File: src/rtl/reg_arb_pkg.sv
// -----------------------------------------------------------------------------
// reg_arb_pkg
//   Shared types and constants for the register-file arbiter.
//   - arb_state_t     : arbiter FSM state (free round-robin vs. locked owner)
//   - ADDR_W_DEFAULT  : register address width shared with the register file
//   - DATA_W          : register data width
//   - lock_cnt_width  : width needed to count up to MAX_LOCK transfers
//   - ptr_width       : width of a requester index (at least 1 bit)
// -----------------------------------------------------------------------------
package reg_arb_pkg;

    localparam int ADDR_W_DEFAULT = 4;
    localparam int DATA_W         = 8;

    typedef enum logic {
        ARB    = 1'b0,
        LOCKED = 1'b1
    } arb_state_t;

    function automatic int lock_cnt_width(input int max_lock);
        return $clog2(max_lock + 1);
    endfunction

    function automatic int ptr_width(input int n);
        return (n > 1) ? $clog2(n) : 1;
    endfunction

endpackage

File: src/rtl/rr_pick.sv
// -----------------------------------------------------------------------------
// rr_pick
//   Combinational round-robin picker: returns a one-hot grant for the first
//   set bit of valid_i, searching start_i, start_i+1, ... (mod N).
// Ports
//   valid_i  in   [N]      candidate requests
//   start_i  in   [PTR_W]  index searched first (must be < N)
//   grant_o  out  [N]      one-hot grant, all zero when valid_i is zero
// -----------------------------------------------------------------------------
module rr_pick #(
    parameter int N     = 2,
    parameter int PTR_W = 1
) (
    input  logic [N-1:0]     valid_i,
    input  logic [PTR_W-1:0] start_i,
    output logic [N-1:0]     grant_o
);

    always_comb begin
        int   idx;
        logic found;
        // NOTE: every variable written here gets a default first, so no path
        // leaves it unassigned and no latch is inferred.
        grant_o = '0;
        found   = 1'b0;
        idx     = 0;
        for (int k = 0; k < N; k++) begin
            idx = int'(start_i) + k;
            if (idx >= N) begin
                idx = idx - N;
            end
            if (!found && valid_i[idx]) begin
                grant_o[idx] = 1'b1;
                found        = 1'b1;
            end
        end
    end

endmodule

File: src/rtl/reg_file_arb.sv
// -----------------------------------------------------------------------------
// reg_file_arb
//   Shares one register file (2 clocked read ports, 1 write port) between NREQ
//   requesters. One transfer per cycle, round-robin grant, optional bounded
//   lock so an owner can run an atomic sequence of up to MAX_LOCK transfers.
//   Read data comes back one cycle after the transfer, straight from the
//   register file's clocked read ports.
// Ports
//   clk, reset             clock; synchronous active-high reset
//   req_valid/req_ready    per-requester handshake, ready is one-hot
//   req_lock               keep the grant after this transfer
//   req_we                 transfer also writes rd
//   req_rs/rt/rd           packed per-requester addresses (ADDR_W each)
//   req_wdata              packed per-requester write data (8 bits each)
//   rsp_valid              one-hot, read data belongs to that requester
//   rsp_rs_val/rt_val      shared read-data bus
//   rf_read0/1_addr, rf_write_addr, rf_wen, rf_write_data   to register file
//   rf_read0/1_val         from register file (valid the cycle after address)
// -----------------------------------------------------------------------------
module reg_file_arb
    import reg_arb_pkg::*;
#(
    parameter int NREQ     = 2,
    parameter int ADDR_W   = ADDR_W_DEFAULT,
    parameter int MAX_LOCK = 8
) (
    input  logic                     clk,
    input  logic                     reset,
    input  logic [NREQ-1:0]          req_valid,
    output logic [NREQ-1:0]          req_ready,
    input  logic [NREQ-1:0]          req_lock,
    input  logic [NREQ-1:0]          req_we,
    input  logic [NREQ*ADDR_W-1:0]   req_rs,
    input  logic [NREQ*ADDR_W-1:0]   req_rt,
    input  logic [NREQ*ADDR_W-1:0]   req_rd,
    input  logic [NREQ*DATA_W-1:0]   req_wdata,
    output logic [NREQ-1:0]          rsp_valid,
    output logic [DATA_W-1:0]        rsp_rs_val,
    output logic [DATA_W-1:0]        rsp_rt_val,
    output logic [ADDR_W-1:0]        rf_read0_addr,
    output logic [ADDR_W-1:0]        rf_read1_addr,
    output logic [ADDR_W-1:0]        rf_write_addr,
    output logic                     rf_wen,
    output logic [DATA_W-1:0]        rf_write_data,
    input  logic [DATA_W-1:0]        rf_read0_val,
    input  logic [DATA_W-1:0]        rf_read1_val
);

    localparam int PTR_W = ptr_width(NREQ);
    localparam int CNT_W = lock_cnt_width(MAX_LOCK);

    arb_state_t       state_q;
    logic [PTR_W-1:0] rr_ptr_q;
    logic [PTR_W-1:0] owner_q;
    logic [CNT_W-1:0] lock_cnt_q;
    logic [NREQ-1:0]  rsp_valid_q;

    logic [NREQ-1:0]  rr_grant;
    logic [NREQ-1:0]  grant;
    logic [NREQ-1:0]  fire;
    logic             any_fire;
    logic [PTR_W-1:0] fire_idx;
    logic             lock_last;

    function automatic logic [PTR_W-1:0] next_ptr(input logic [PTR_W-1:0] idx);
        return (idx == PTR_W'(NREQ - 1)) ? '0 : idx + PTR_W'(1);
    endfunction

    rr_pick #(
        .N     (NREQ),
        .PTR_W (PTR_W)
    ) u_rr_pick (
        .valid_i (req_valid),
        .start_i (rr_ptr_q),
        .grant_o (rr_grant)
    );

    // Grant is suppressed during reset so no transfer (and no rf write) can
    // happen in a reset cycle. While locked only the owner may win.
    always_comb begin
        grant = '0;
        if (!reset) begin
            if (state_q == LOCKED) begin
                grant[owner_q] = req_valid[owner_q];
            end else begin
                grant = rr_grant;
            end
        end
    end

    assign req_ready = grant;
    assign fire      = req_valid & req_ready;
    assign any_fire  = |fire;

    // This transfer is the MAX_LOCK-th of the current lock: release regardless
    // of req_lock.
    assign lock_last = (lock_cnt_q >= CNT_W'(MAX_LOCK - 1));

    // Payload mux; grant is one-hot so at most one iteration hits. Everything
    // reads as zero when nothing is granted.
    always_comb begin
        rf_read0_addr = '0;
        rf_read1_addr = '0;
        rf_write_addr = '0;
        rf_write_data = '0;
        rf_wen        = 1'b0;
        fire_idx      = '0;
        for (int i = 0; i < NREQ; i++) begin
            if (grant[i]) begin
                rf_read0_addr = req_rs[i*ADDR_W +: ADDR_W];
                rf_read1_addr = req_rt[i*ADDR_W +: ADDR_W];
                rf_write_addr = req_rd[i*ADDR_W +: ADDR_W];
                rf_write_data = req_wdata[i*DATA_W +: DATA_W];
                rf_wen        = req_we[i];
                fire_idx      = PTR_W'(i);
            end
        end
    end

    // NOTE: state registers use non-blocking assignments so every register
    // samples the pre-edge values of the others, independent of statement order.
    always_ff @(posedge clk) begin
        if (reset) begin
            state_q     <= ARB;
            rr_ptr_q    <= '0;
            owner_q     <= '0;
            lock_cnt_q  <= '0;
            rsp_valid_q <= '0;
        end else begin
            rsp_valid_q <= fire;
            unique case (state_q)
                ARB: begin
                    if (any_fire) begin
                        rr_ptr_q <= next_ptr(fire_idx);
                        // With MAX_LOCK==1 a lock could never cover a second
                        // transfer, so the lock is not entered at all.
                        if (req_lock[fire_idx] && (MAX_LOCK > 1)) begin
                            state_q    <= LOCKED;
                            owner_q    <= fire_idx;
                            lock_cnt_q <= CNT_W'(1);
                        end
                    end
                end
                LOCKED: begin
                    // Owner idle for a cycle, owner ends the lock, or the
                    // transfer budget is spent: hand back to round-robin.
                    if (!req_valid[owner_q] || !req_lock[owner_q] || lock_last) begin
                        state_q    <= ARB;
                        rr_ptr_q   <= next_ptr(owner_q);
                        lock_cnt_q <= '0;
                    end else begin
                        lock_cnt_q <= lock_cnt_q + CNT_W'(1);
                    end
                end
            endcase
        end
    end

    // Response of the transfer one cycle earlier; masked while reset is held.
    assign rsp_valid  = rsp_valid_q & {NREQ{~reset}};
    assign rsp_rs_val = rf_read0_val;
    assign rsp_rt_val = rf_read1_val;

endmodule

File: config.mk
export PLATFORM = sky130hd
export DESIGN_NAME = reg_file_arb
export DESIGN_NICKNAME = d
export VERILOG_FILES = /design/src/rtl/reg_arb_pkg.sv /design/src/rtl/rr_pick.sv /design/src/rtl/reg_file_arb.sv
export SDC_FILE = /design/constraint.sdc
export NUM_CORES = 1
export LEC_CHECK = 0
export ABC_AREA = 1
export CAP_MARGIN = 20
export CORE_MARGIN = 10
export CORE_UTILIZATION = 29
export CTS_BUF_LIST = sky130_fd_sc_hd__clkbuf_8 sky130_fd_sc_hd__clkbuf_16
export DETAILED_ROUTE_END_ITERATION = 10
export HOLD_SLACK_MARGIN = 0.08
export PLACE_DENSITY = 0.87
export SKIP_CTS_REPAIR_TIMING = 1
export SLEW_MARGIN = 20
export SYNTH_ARGS = -nofsm -noshare
export SYNTH_HDL_FRONTEND = slang
export SYNTH_SLANG_ARGS = --single-unit
File: constraint.sdc
create_clock -name clk -period 3.8 [get_ports clk]
set_clock_uncertainty 0.2 [all_clocks]
set_input_delay 1.14 -clock clk [delete_from_list [all_inputs] [get_ports clk]]
set_output_delay 1.14 -clock clk [all_outputs]
set_load 0.02 [all_outputs]
After elaboration in Yosys (flattened, before gate mapping)
Cells that the tools add are included.

operators by class
  add/sub/neg operators = 6
  magnitude comparators = 10
  equal/unequal tests = 3
  mux-type cells = 49
  bitwise logic cells = 6
  reductions and logical operators = 13

operators by type and width
  operator                 count
  $ge A32 B1 Y1 const B    2
  $lt A32 B3 Y1 const B    2
  $mux W32                 2
  $mux W4                  9
  $ge A32 B3 Y1 const B    1
  $sub A32 B3 Y32 const B  1
  $mux W1                  26
  $mux W8                  2
  $mux W2                  4
  $pmux W4 S2              1
  $and A2 B2 Y2            3
  $add A4 B1 Y4 const B    1
  $ge A4 B3 Y1 const B     1
  $logic_and A1 B1 Y1      4
  $lt A1 B2 Y1 const B     2
  $ne A2 B2 Y1 const B     2
  $pmux W1 S2              2
  $reduce_and A2 Y1        2
  $demux W1 S1             3
  $logic_not A1 Y1         3
  $reduce_and A3 Y1        1
  $sub A1 B2 Y3 const B    1
  $add A1 B1 Y1 const B    2
  $add A1 B1 Y2 const B    1
  other kinds (7)          9

storage, ports and cells
  flip-flop bits (word level) = 9
  input bits = 64
  output and inout bits = 41

Depth between registers and ports, before layout
  depth in word-level cells = 17
  mapped depth = 10
  depth with buffers taken out = 9

By module
From an unflattened synthesis, not the netlist that was laid out.

second synthesis, totals
  cells, all modules = 165
  area total of the unflattened synthesis = 965.9 µm²

by module, submodules not included
  module        times used  cells an instance  area an instance (µm²)
  reg_file_arb  1           161                938.4
  rr_pick       1           4                  27.5

Worst setup path after synthesis
No wires, ideal clock.

  kind = in2out
  start = in reset
  end = out rf_read1_addr[0]
  data arrival time = 2.025 ns
  required time = 2.460 ns
  slack = 0.435 ns
  stages on the path = 6
  path buffers = 2
  path through = buf_6 > clkinv_4 > nand2_1 > a21oi_4 > buf_4 > a22o_1

on the way
  cells in the longest elaborated chain, start to end = 3

RTL lines
  what                    line                 text
  start: declaration      reg_file_arb.sv:28   input logic reset,
  $mux W2                 reg_file_arb.sv:82   if (!reset) begin
  named net req_ready[0]  reg_file_arb.sv:30   output logic [NREQ-1:0] req_ready,
  $mux W4 (2 in a row)    reg_file_arb.sv:109  if (grant[i]) begin
  end: declaration        reg_file_arb.sv:41   output logic [ADDR_W-1:0] rf_read1_addr,

The timed path passes the listed nets, and every way through them passes these cells.

Worst setup path in the final report
  start = in reset
  end = out rsp_valid[1]

on the way
  cells in the longest elaborated chain, start to end = 2

RTL lines
  what              line                 text
  $not A1 Y1        reg_file_arb.sv:160  assign rsp_valid = rsp_valid_q & {NREQ{~reset}};
  $and A2 B2 Y2     reg_file_arb.sv:160
  end: declaration  reg_file_arb.sv:37   output logic [NREQ-1:0] rsp_valid,

Every way passes these cells.

==> results by group <==
Timing
  • Max-slew violations: 0
  • Final setup vio count: 0
  • Total Neg Setup Slack: 0 ns
  • RSZ-0062 raised after global routing: no
  • Actual slew at the worst max-slew pin: 0.237 ns
  • Slew HR: 84.2%
  • Final min period: 3.52 ns
  • F_max: 284 MHz
  • Period utilization: 92.5%
  • Final hold vios: 0

Critical path
  • CP required: 2.46 ns
  • CP Buf/Inv Count: 3
  • Worst reg2reg setup slack: roughly 2.1 ns
  • Cell family with most CP delay: buffers and inverters
  • Worst path cell trace: dlymetal6s2s_1, buf_4, nor2_1, clkdlybuf4s50_1
  • Worst reg2reg startpoint: state_q$_SDFF_PP0_
  • Worst Reg2Reg Path Length in Cells: 7
  • Startpoint types: input port
  • Crit path max fanout: 7
  • Worst reg2reg path endpoint: owner_q$_SDFFE_PP0P_
  • CP Class: in2out
  • CP arrival: 2.18 ns
  • Crit path largest cell delay: 0.61 ns
  • CP max-delay cell: clkdlybuf4s50_1
  • CP endpoint kind: output port

Routing
  • Routed wire per std cell: 16.8 um
  • Vias per cell: approximately 4.9
  • DRC Markers: 0
  • Post-route antenna net violation count: 0
  • Via count: a little over 1000
  • DRT Pass-1 Iters: 4
  • DR iter-0 viols: 40
  • Drt total wl: 3.48 mm

Logic synthesis
  • Ys async rst share: 0%
  • Post-synthesis cell count: 116
  • Most common cell in the synthesized netlist: a22o_1
  • Post-Syn Area: 880 um2
  • Number of flops mapped to enable cells by yosys: 0
  • Synth top area cells: a22o_1 (21%), dfxtp_1 (20%), buf_4 (16%)
  • Synth cell count leaders: a22o_1 (21), buf_4 (19), nand2_1 (14)
  • Register area share after synthesis: 20.5%
  • Syn_nets: 181
  • Syn Area/Cell: 7.58 um2
  • Number of distinct library cells after synthesis: 22
  • Top FF cell, synth: dfxtp_1
  • Number of synthesis warnings: 0
  • Top cell type's share of synthesized area: 20.9%
  • Yosys top cell by area: a22o_1
  • #FFs+latches synth: 9

Floorplan
  • Starting Density: 31.1%
  • Die area: 0.00564 mm2
  • Row Count: 19
  • Die W: 75.1 um
  • I/O pin count: 105
  • DIE HEIGHT: 75.1 um
  • Placeable Area: 0.00283 mm2

Finish
  • Fin area: 0.00149 mm2
  • Non-Filler Instances: 207
  • Final Util: 52.8%
  • Layout cells sized above 1: 23.9%
  • Layout Area Growth over Synthesis: 69.7%
  • Nets: 242
  • N_diodes: 0

Power
  • Total design power: slightly below 0.4 mW
  • PwrDens: 264 mW/mm2
  • Leakage: 0.759 nW
  • Maximum vdd drop: 0.000322 V

Placed design
  • Dpl cells: 203
  • # port buffers: 72
  • GPL Wtd Cong: 0.866
  • Placed cell areas: 0.00153 mm2
  • Hpwl dp: ~3 mm

CTS
  • CTS tree: done
  • H-Tree Depth: 1
  • CTS buffer count: 3
  • TritonCTS Sinks: 9
  • Clk pin slew, worst setup/hold paths: 0.04 ns
  • Root buf cell: clkbuf_8
  • Clk Latency, worst-skew pair: roughly 0.23 ns
  • Max Buffers Root-to-Sink: 2

Outcome
  • Status: completed

Worst hold path
  • Min-Delay Path Class: reg2reg
  • HP Start: lock_cnt_q[3]$_SDFFE_PP0P_
  • Cells on Worst Hold Path: 2
  • WHS Endpoint: lock_cnt_q[3]$_SDFFE_PP0P_

Run
  • Number of max-cap violations: 0

Global route
  • Initial antenna violation count: 0
  • GRT Residual Overflow: 0
  • First-pass GRT wire length: between 5 and 6 mm
  • Vias in the first global route: 1000
  • Largest net degree at the start of global routing: 24
  • GRT Overall Usage: 11.5%
## layer usage
metal | part of all wire, % | GRT usage (%) | vias up
met4 | 0.66 | 1.47 | 0
met3 | 16 | 6.96 | 4
met1 | 38 | 11.2 | 427
li1 | - | - | 508
met2 | 45 | 20.9 | 71
met5 | 0 | 0 | -
## metrics by stage
stage,hold WS (ns),setup WS [ns]
4_1_cts,0.298,-0.464
2_1_floorplan,0.260,0.435
5_1_grt,0.334,0.250
3_5_place_dp,0.292,-0.463
3_3_place_gp,0.280,-0.438
6_report,0.292,0.285
## layout make-up
| type | count | area (um2) |
|---|---|---|
| flip-flops and latches | 9 | 180 |
| multi-input cells | 73 | 473 |
| inverters | 12 | 52.6 |
| fillers | 274 | 1340 |
| repair buffers | 78 | 703 |
| clock inverters | 1 | 3.75 |
| clock buffers | 3 | 41.3 |
| well taps | 31 | 38.8 |
## sequential cells by signal (all words and copies together) (netlist names)
register / count
state_q: 1
lock_cnt_q: 4
rsp_valid_q: 2
owner_q: 1
rr_ptr_q: 1
## cells by family after synthesis
logic type / Yosys count / share of synthesized area, %
DFF: 9 / 20.5
and+or+nand+nor: 41 / 24.2
adders and majority gates: 1 / 1.42
buffers and inverters: 34 / 26.0
AOI/OAI and AO/OA: 31 / 27.9
## worst max-delay path by stage
stage | startpoint | endpoint | slack, ns | cells past startpoint
CTS | req_valid[1] | rf_read1_addr[1] | -0.46 | 7
floorplan | reset | rf_read1_addr[0] | 0.44 | 6
global route | reset | rf_read0_addr[0] | 0.25 | 9
global placement | req_valid[0] | rf_read1_addr[1] | -0.44 | 6
detailed placement | req_valid[1] | rf_read1_addr[1] | -0.46 | 7
finish | reset | rsp_valid[1] | 0.28 | 4
## worst min-delay path: cells and delay by family (launching register included)
kind            cells  cell delay [ns]
simple gates        1             0.08
compound gates      1             0.06
flops               1             0.31
## cell usage in the layout (no fill, tap or decap), drive strengths merged
cell and instances:
nand4 4, nand3 9, a22o 21, dfxtp 9
clkbuf 23, clkdlybuf4s50 45, nand2 16, dlymetal6s2s 6
nor2 12, inv 12, buf 7, a21oi 5
ha 1, o21ai 5, clkinv 1
## report_power, final
part / switching (mW) / internal (mW) / total (mW) / leakage [nW]
clock network: 0.0359 / 0.0702 / 0.106 / 0.0269
registers: 0.00522 / 0.101 / 0.106 / 0.0736
logic: 0.0875 / 0.0939 / 0.181 / 0.658
Note: power is estimated with default switching activity, not from simulation.
